==> config.mk <==
export PLATFORM = sky130hd
export DESIGN_NAME = pwm_carrier_bank
export DESIGN_NICKNAME = d
export VERILOG_FILES = /design/src/rtl/pwm_carrier_bank_pkg.sv /design/src/rtl/pwm_carrier_bank_cnt.sv /design/src/rtl/pwm_carrier_bank.sv
export SDC_FILE = /design/constraint.sdc
export NUM_CORES = 2
export LEC_CHECK = 0
export BUFFER_PORTS_ARGS = -buffer_cell sky130_fd_sc_hd__buf_4
export CAP_MARGIN = 20
export CELL_PAD_IN_SITES_DETAIL_PLACEMENT = 1
export CELL_PAD_IN_SITES_GLOBAL_PLACEMENT = 2
export CORE_ASPECT_RATIO = 0.8
export CORE_MARGIN = 3
export CORE_UTILIZATION = 40
export DETAILED_ROUTE_END_ITERATION = 8
export HOLD_SLACK_MARGIN = 0.06
export PLACE_DENSITY_LB_ADDON = 0.15
export SYNTH_ARGS = -nofsm -noshare
export SYNTH_HDL_FRONTEND = slang
export SYNTH_HIERARCHICAL = 1
export SYNTH_SLANG_ARGS = --single-unit
==> constraint.sdc <==
create_clock -name clk -period 17 [get_ports clk]
set_input_delay 1.7 -clock clk [delete_from_list [all_inputs] [get_ports clk]]
set_output_delay 1.7 -clock clk [all_outputs]
set_load 0.05 [all_outputs]
==> src/rtl/pwm_carrier_bank_pkg.sv <==
// Shared types and widths for the PWM carrier bank.
// Carrier modes plus default bank geometry.
package pwm_carrier_bank_pkg;

  localparam int PWM_WIDTH      = 8;
  localparam int PWMCOUNT_WIDTH = 16;

  typedef enum logic {
    CARR_SAW = 1'b0,
    CARR_TRI = 1'b1
  } carr_mode_t;

endpackage

==> src/rtl/pwm_carrier_bank_cnt.sv <==
// One carrier counter: start load, clamp, saw/tri stepping.
// Zero/peak flags are registered alongside the count.
import pwm_carrier_bank_pkg::*;

module pwm_carrier_cnt #(
  parameter int CNT_W = PWMCOUNT_WIDTH
) (
  input  logic             clk,
  input  logic             rst,
  input  logic             run,
  input  logic             start,
  input  logic [CNT_W-1:0] period,
  input  carr_mode_t       mode,
  input  logic [CNT_W-1:0] phase,
  output logic [CNT_W-1:0] cnt,
  output logic             zero,
  output logic             peak
);

  localparam logic [CNT_W-1:0] ONE = CNT_W'(1);

  logic [CNT_W-1:0] cnt_q, cnt_d;
  logic             dn_q, dn_d;
  logic             zero_q, zero_d;
  logic             peak_q, peak_d;

  always_comb begin
    cnt_d = '0;
    dn_d  = 1'b0;
    if (!run) begin
      cnt_d = '0;
      dn_d  = 1'b0;
    end else if (start) begin
      cnt_d = (phase > period) ? period : phase;
      dn_d  = 1'b0;
    end else if (mode == CARR_SAW) begin
      dn_d  = dn_q;
      cnt_d = (cnt_q >= period) ? '0 : cnt_q + ONE;
    end else if (cnt_q > period) begin
      // period shrank under us: resume from the new peak, falling
      cnt_d = period;
      dn_d  = 1'b1;
    end else if (!dn_q) begin
      if (cnt_q == period) begin
        cnt_d = (period == '0) ? '0 : period - ONE;
        dn_d  = 1'b1;
      end else begin
        cnt_d = cnt_q + ONE;
        dn_d  = 1'b0;
      end
    end else begin
      if (cnt_q == '0) begin
        cnt_d = (period == '0) ? '0 : ONE;
        dn_d  = 1'b0;
      end else begin
        cnt_d = cnt_q - ONE;
        dn_d  = 1'b1;
      end
    end
    zero_d = run && (cnt_d == '0);
    peak_d = run && (cnt_d == period);
  end

  always_ff @(posedge clk or posedge rst) begin
    if (rst) begin
      cnt_q  <= '0;
      dn_q   <= 1'b0;
      zero_q <= 1'b0;
      peak_q <= 1'b0;
    end else begin
      cnt_q  <= cnt_d;
      dn_q   <= dn_d;
      zero_q <= zero_d;
      peak_q <= peak_d;
    end
  end

  assign cnt  = cnt_q;
  assign zero = zero_q;
  assign peak = peak_q;

endmodule

==> src/rtl/pwm_carrier_bank.sv <==
// Bank of phase-shifted PWM carriers with double-buffered
// period/mode/mask, applied at the carrier-0 zero point.
import pwm_carrier_bank_pkg::*;

module pwm_carrier_bank #(
  parameter int CARR_NUM = PWM_WIDTH,
  parameter int CNT_W    = PWMCOUNT_WIDTH
) (
  input  logic                      clk,
  input  logic                      rst,
  input  logic                      en,
  input  logic [CNT_W-1:0]          cfg_period,
  input  logic                      cfg_mode,
  input  logic [CNT_W*CARR_NUM-1:0] cfg_phase,
  input  logic [CARR_NUM-1:0]       cfg_mask,
  input  logic                      cfg_load,
  output logic [CNT_W*CARR_NUM-1:0] out_carr,
  output logic [CARR_NUM-1:0]       out_mask,
  output logic [CARR_NUM-1:0]       zero_evt,
  output logic [CARR_NUM-1:0]       peak_evt,
  output logic                      load_pend
);

  logic                running_q, running_d;
  logic [CNT_W-1:0]    p_q, p_d;
  carr_mode_t          mode_q, mode_d;
  logic [CARR_NUM-1:0] mask_q, mask_d;
  logic [CNT_W-1:0]    sp_q, sp_d;
  carr_mode_t          smode_q, smode_d;
  logic [CARR_NUM-1:0] smask_q, smask_d;
  logic                load_pend_q, load_pend_d;
  logic [CARR_NUM-1:0] out_mask_q, out_mask_d;
  logic                apply;
  logic                start;

  always_comb begin
    // stopped banks take the shadow at once; running ones wait for carrier 0
    apply = load_pend_q &&
            (!running_q || (out_carr[CNT_W-1:0] == '0));
    p_d    = apply ? sp_q    : p_q;
    mode_d = apply ? smode_q : mode_q;
    mask_d = apply ? smask_q : mask_q;
    sp_d    = cfg_load ? cfg_period              : sp_q;
    smode_d = cfg_load ? carr_mode_t'(cfg_mode)  : smode_q;
    smask_d = cfg_load ? cfg_mask                : smask_q;
    load_pend_d = cfg_load || (load_pend_q && !apply);
    running_d   = en && (p_q != '0);
    start       = running_d && !running_q;
    out_mask_d  = running_d ? mask_d : '0;
  end

  always_ff @(posedge clk or posedge rst) begin
    if (rst) begin
      running_q   <= 1'b0;
      p_q         <= '0;
      mode_q      <= CARR_SAW;
      mask_q      <= '0;
      sp_q        <= '0;
      smode_q     <= CARR_SAW;
      smask_q     <= '0;
      load_pend_q <= 1'b0;
      out_mask_q  <= '0;
    end else begin
      running_q   <= running_d;
      p_q         <= p_d;
      mode_q      <= mode_d;
      mask_q      <= mask_d;
      sp_q        <= sp_d;
      smode_q     <= smode_d;
      smask_q     <= smask_d;
      load_pend_q <= load_pend_d;
      out_mask_q  <= out_mask_d;
    end
  end

  for (genvar k = 0; k < CARR_NUM; k++) begin : g_carr
    pwm_carrier_cnt #(
      .CNT_W (CNT_W)
    ) u_cnt (
      .clk    (clk),
      .rst    (rst),
      .run    (running_d),
      .start  (start),
      .period (p_d),
      .mode   (mode_d),
      .phase  (cfg_phase[k*CNT_W +: CNT_W]),
      .cnt    (out_carr[k*CNT_W +: CNT_W]),
      .zero   (zero_evt[k]),
      .peak   (peak_evt[k])
    );
  end

  assign out_mask  = out_mask_q;
  assign load_pend = load_pend_q;

endmodule
# == Word level (Yosys, flattened, before mapping) ==
# Cells that the tools add are included.
# totals
reg_bits,212
latchBits,0
ramBits,0
romBits,0
in_bits,157
out_inout_bits,153
wordCells,275
memories,0
# op_classes
add_sub_neg,17
multipliers,0
div,0
magnitude_cmp,24
eq_ne,17
n_shift,0
mux,134
n_bitwise,0
n_reduce_logical,42
# ops
operator,count
two-way mux 16 bit,74
zero test 16 bit,17
== test 16 bit,16
greater-than comparator 16 bit,16
subtractor 16 x 1 -> 16 bit (second input constant),9
adder 16 x 1 -> 16 bit (second input constant),8
>= comparator 16 bit,8
two-way mux 1 bit,58
logical AND 1 bit,20
two-way mux 8 bit,2
nonzero test 16 bit,1
inequality test 3 bit (second input constant),1
zero test 1 bit,2
logical OR 1 bit,2

# == Depth between registers and ports, before layout ==
# depth
word_depth,14
ltp_mapped,22
mapped_depth_nobuf,17

# == Hierarchy ==
# The synthesis kept the hierarchy.
# by_module_without_submodules
mod,instances,cells_per_inst,area_each_um2,seq_area_each_um2
pwm_carrier_cnt at g_carr[0].u_cnt ...,5,562,4126.5,475.5
pwm_carrier_cnt at g_carr[1].u_cnt,1,552,4181.5,475.5
pwm_carrier_cnt at g_carr[6].u_cnt,1,547,4030.1,475.5
pwm_carrier_cnt at g_carr[7].u_cnt,1,546,3925.0,475.5
pwm_carrier_bank,1,160,2497.4,1501.4

# == Least setup slack after synthesis ==
# OpenSTA, ideal clock, no wires.
# synth_path
path_type,input to register
startpoint,in en
endpoint,reg g_carr[7].u_cnt.peak_q
setup_time_ns,0.095
arrival_ns,5.557
required_time_ns,16.905
slack_ns,11.348
path_stages,13
cell_sequence,inv_1 -> a41oi_1 -> clkbuf_1 -> and2_1 -> clkbuf_1 -> clkinv_1 -> nand2_1 -> a2111oi_0 -> a211o_1 -> a2111o_1 -> a2111oi_2 -> nand4_1 -> nor4b_2
# synth_between
elab_chain_cells,6
# synth_lines
element,line,rtl
from (decl),pwm_carrier_bank.sv:11,"input logic en,"
logical AND 1 bit,pwm_carrier_bank.sv:47,running_d = en && (p_q != '0);
net running_d,pwm_carrier_bank.sv:24,"logic running_q, running_d;"
logical AND 1 bit,pwm_carrier_bank.sv:48,start = running_d && !running_q;
net start,pwm_carrier_bank.sv:34,logic start;
two-way mux 16 bit,pwm_carrier_bank_cnt.sv:33,end else if (start) begin
two-way mux 16 bit,pwm_carrier_bank_cnt.sv:30,if (!run) begin
== test 16 bit,pwm_carrier_bank_cnt.sv:61,peak_d = run && (cnt_d == period);
logical AND 1 bit,pwm_carrier_bank_cnt.sv:61,
net g_carr[7].u_cnt.peak_d,pwm_carrier_bank_cnt.sv:25,"logic peak_q, peak_d;"
to (signal assigned),pwm_carrier_bank_cnt.sv:74,peak_q <= peak_d;
to (decl),pwm_carrier_bank_cnt.sv:25,
# The timed path passes the listed nets, and every way through them passes these cells.
# A chain may end at the register's enable or synchronous reset.

# == Worst setup path after layout ==
# layout_path
startpoint,reg g_carr[0].u_cnt.cnt_q[3]
endpoint,reg g_carr[6].u_cnt.peak_q
# layout_between
elab_chain_cells,14
elab_cells_between_ends,24
# layout_lines
element,line,rtl
from (decl),pwm_carrier_bank_cnt.sv:22,"logic [CNT_W-1:0] cnt_q, cnt_d;"
from (signal assigned),pwm_carrier_bank_cnt.sv:71,cnt_q <= cnt_d;
zero test 16 bit *,pwm_carrier_bank.sv:39,(!running_q || (out_carr[CNT_W-1:0] == '0));
logical OR 1 bit *,pwm_carrier_bank.sv:39,
logical AND 1 bit *,pwm_carrier_bank.sv:38,apply = load_pend_q &&
two-way mux 16 bit *,pwm_carrier_bank.sv:40,p_d = apply ? sp_q : p_q;
net p_d[13],pwm_carrier_bank.sv:25,"logic [CNT_W-1:0] p_q, p_d;"
subtractor 16 x 1 -> 16 bit / zero test 16 bit (equally long branches),"pwm_carrier_bank_cnt.sv:45, pwm_carrier_bank_cnt.sv:53",
two-way mux 16 bit / two-way mux 1 bit (equally long branches),"pwm_carrier_bank_cnt.sv:45, pwm_carrier_bank_cnt.sv:53",
two-way mux 16 bit (on tied branches),"pwm_carrier_bank_cnt.sv:44, pwm_carrier_bank_cnt.sv:52",
two-way mux 16 bit,pwm_carrier_bank_cnt.sv:43,end else if (!dn_q) begin
two-way mux 16 bit,pwm_carrier_bank_cnt.sv:39,end else if (cnt_q > period) begin
two-way mux 16 bit,pwm_carrier_bank_cnt.sv:36,end else if (mode == CARR_SAW) begin
two-way mux 16 bit,pwm_carrier_bank_cnt.sv:33,
two-way mux 16 bit,pwm_carrier_bank_cnt.sv:30,
== test 16 bit *,pwm_carrier_bank_cnt.sv:61,
logical AND 1 bit *,pwm_carrier_bank_cnt.sv:61,
net g_carr[6].u_cnt.peak_d,pwm_carrier_bank_cnt.sv:25,
to (signal assigned),pwm_carrier_bank_cnt.sv:74,
to (decl),pwm_carrier_bank_cnt.sv:25,
# Mark *: on every way through the listed nets, which the timed path passes. The rest lies on a longest branch.

==> impl_metrics.toml <==
[synthesis]
yosys_warnings = 6
synth.most_common_cell = "nand2_1"
synth_area_um2 = 35300
yosys-top-cells-area = "dfrtp_1 (15%), ha_1 (10%), xnor2_1 (4.1%)"
synthFlopType = "dfrtp_1"
avgSynthCellArea_um2 = 7.64
synth_nets = 5060
synth-seq-area-share = 0.150
yosysTopAreaCell = "dfrtp_1"
syn_inst = 4615
synth_edf_count = 0
async_reset_ff_frac = 1.00
synthTopCellsByCount = "nand2_1 (353), nor2_1 (300), ha_1 (288)"
synth.distinct_cells = 115
synth_top_area_frac = 0.150
ys_ff_latch = 212

[global_route]
antenna_found_initial = 19
grt_pass1_vias = 40300
grt_usage = 0.403
grt_max_degree = 90
grt_pass1_wl_um = 282000
overflow = 0

[setup_path]
path_max_fanout = 44
crit_path_frequent_cell = "a211oi_1"
path_class = "reg -> reg"
critPathRequiredTime_ns = 17.50
crit_arrival_ns = 8.70
max_stage_delay_ns = 0.86
slowest_stage = "nand2b_2"
crit_chain = "nor4_2 -> a41oi_2 -> nand2b_2 -> mux2_4 -> buf_4 -> inv_1 -> ha_1 -> nand4_4 -> a2111oi_2 -> or3_1 -> nand2_2 -> a211oi_1 -> nor3_1 -> a211oi_1 -> nand4_1 -> nor4_1"
crit_family = "simple AND/OR/NAND/NOR gates"
critPathLaunchType = "flip-flop"
endpoint_kind = "flip-flop"
critPathBufInv = 2

[power_and_ir_drop]
max-vdd-ir-drop_mv = 0.102
power_density_nw_per_um2 = 178
total_power_w = 0.00694
leakage_nw = 15.7

[min_path]
hold_class = "reg -> reg"

[timing]
finalCriticalPeriod_ns = 8.20
slew_viol_final = 0
slew_headroom = 0.289
finalHoldViolations = 0
setup_tns_ns = 0
period_share = 0.482
fin_worst_skew_ns = 0.0265
rsz0062_at_grt = "false"
worstMarginPinSlew_ns = 1.07
setup_viol_count_final = 0
timing.fmax_mhz = 122

[floorplanning]
dieHeight_um = 272
ios = 310
coreArea_um2 = 86600
fp-row-count = 96
initial_core_util = 0.407
die_w_um = 338
dieArea_um2 = 91800

[route]
initialDrtViolationCount = 5118
ant_nets = 0
viasPerCell = 7.12
drtPass1Iterations = 6
post_drt_wl_per_cell_um = 32.8
routed_wirelength_um = 193000
drc = 0
num_vias = 42000

[clock_network]
cts_tree = "built"
cts-root-buf = "clkbuf_16"
postCtsSetupRepairBufs = 0
htree_levels = 1
cts_resized = 0
cts.clk_slew.worst_paths_ns = 0.06
cts.sinks = 212
cts_buffer_depth = 3
numCtsBuffers = 29
clock_latency_ns = 0.64
cts_hold_buf = 0

[outcome]
status = "finished clean"

[flow_run]
max_cap_violations = 0

[final_layout]
final_core_util = 0.450
synthToLayoutAreaGrowth_pct = 10.4
nFillCells = 10600
drive_above_1_share = 0.149
nets = 5131

[placed_design]
io_buffers = 309
gp_congestion = 1.02
dpl.hpwl_um = 143000
==> worst reg2reg max path, delay by kind of cell, from the launching register on <==
kind	cells	cell delay, ns
AOI/OAI and AO/OA	4	2.13
DFF	1	0.58
adders and majority gates	1	0.46
buffers and inverters	2	1.11
and+or+nand+nor	8	3.08
muxes	1	0.73
==> worst paths after layout <==
check | start | to | slack (ns) | cells past startpoint
max | g_carr[0].u_cnt/cnt[3] | g_carr[6].u_cnt/peak | 8.80 | 16
min | mask_q[2] | mask_q[2] | 0.52 | 1
max reg2reg | g_carr[0].u_cnt/cnt[3] | g_carr[6].u_cnt/peak | 8.80 | 16
min reg2reg | mask_q[2] | mask_q[2] | 0.52 | 1
max in group asynchronous | rst | sp_q[11] | 14.99 | 3
min in group asynchronous | rst | running_q | 1.12 | 2
==> layout by cell type (no fill, tap or decap), types with 29 or more instances in the layout <==
| master | instances |
|---|---|
| nand3_1 | 194 |
| and4_1 | 29 |
| a21oi_1 | 252 |
| o211ai_1 | 63 |
| mux2i_1 | 95 |
| o22ai_1 | 39 |
| nor2_1 | 300 |
| nor4_1 | 113 |
| nor2b_1 | 33 |
| and2_1 | 31 |
| o21ai_0 | 245 |
| nor3_1 | 168 |
| and3_1 | 62 |
| a221oi_1 | 30 |
| xor2_1 | 91 |
| o31ai_1 | 39 |
| nand4_1 | 154 |
| or3_1 | 32 |
| a211oi_1 | 81 |
| ha_1 | 288 |
| mux2_2 | 38 |
| clkbuf_16 | 29 |
| a31oi_1 | 79 |
| buf_4 | 367 |
| nand2_1 | 353 |
| a21o_1 | 38 |
| dfrtp_1 | 212 |
| xnor2_1 | 166 |
| inv_1 | 257 |
| a2111o_1 | 29 |
| o21a_1 | 29 |
==> area by class of cell <==
class / count / area [um2] / share of cell area
Sequential cell: 212 / 5310 / 0.136
Clock inverter: 14 / 156 / 0.00402
Clock buffer: 38 / 820 / 0.0210
Antenna cell: 9 / 22.5 / 0.000578
Timing Repair Buffer: 368 / 2780 / 0.0713
Multi-Input combinational cell: 3804 / 27400 / 0.703
Inverter: 271 / 1020 / 0.0261
Tap cell: 1176 / 1470 / 0.0378
==> per-stage QoR <==
step | hold WS (ns) | setup slack [ns] | area (um2) | instances
after floorplan | 0.477 | 11.35 | 35300 | 4615
after global placement | 0.488 | 9.29 | 37900 | 5831
after detailed placement | 0.498 | 9.15 | 37900 | 5831
after CTS | 0.513 | 9.13 | 38900 | 5883
after global routing | 0.533 | 8.53 | 38900 | 5884
final | 0.515 | 8.80 | 38900 | 5892
==> state kept, by name (all words and copies together) (netlist names) <==
register           flops
smask_q                8
g_carr.u_cnt/peak      8
running_q              1
load_pend              1
g_carr.u_cnt/zero      8
out_mask               8
smode_q                1
g_carr.u_cnt/dn_q      8
p_q                   16
mode_q                 1
sp_q                  16
g_carr.u_cnt/cnt     128
mask_q                 8
==> logic make-up (layout without fill, tap and decap cells) <==
group / Yosys count / count (layout) / share of synthesized area
flip-flops: 212 / 212 / 0.150
adder cells (fa/ha/maj): 288 / 288 / 0.102
AND/OR/NAND/NOR: 1739 / 1739 / 0.280
XOR/XNOR: 257 / 257 / 0.0638
multiplexers: 158 / 158 / 0.0497
AO/OA/AOI/OAI: 1362 / 1362 / 0.277
other: 0 / 9 / 0
buffers and inverters: 599 / 691 / 0.0761
==> report_power, final <==
| group | internal [W] | total [W] | switching, W |
|---|---|---|---|
| registers | 0.000634 | 0.00111 | 0.000473 |
| logic | 0.00163 | 0.00517 | 0.00353 |
| clock network | 0.000371 | 0.000667 | 0.000297 |
==> layer usage <==
| layer | vias up | global-route usage | routed length [um] |
|---|---|---|---|
| met1 | 20800 | 0.579 | 83300 |
| met5 | - | 0 | 124 |
| met3 | 480 | 0.105 | 22800 |
| met4 | 18 | 0.139 | 7900 |
| met2 | 2720 | 0.576 | 78900 |
| li1 | 17900 | - | - |
Power figures use the tool's default switching activity.
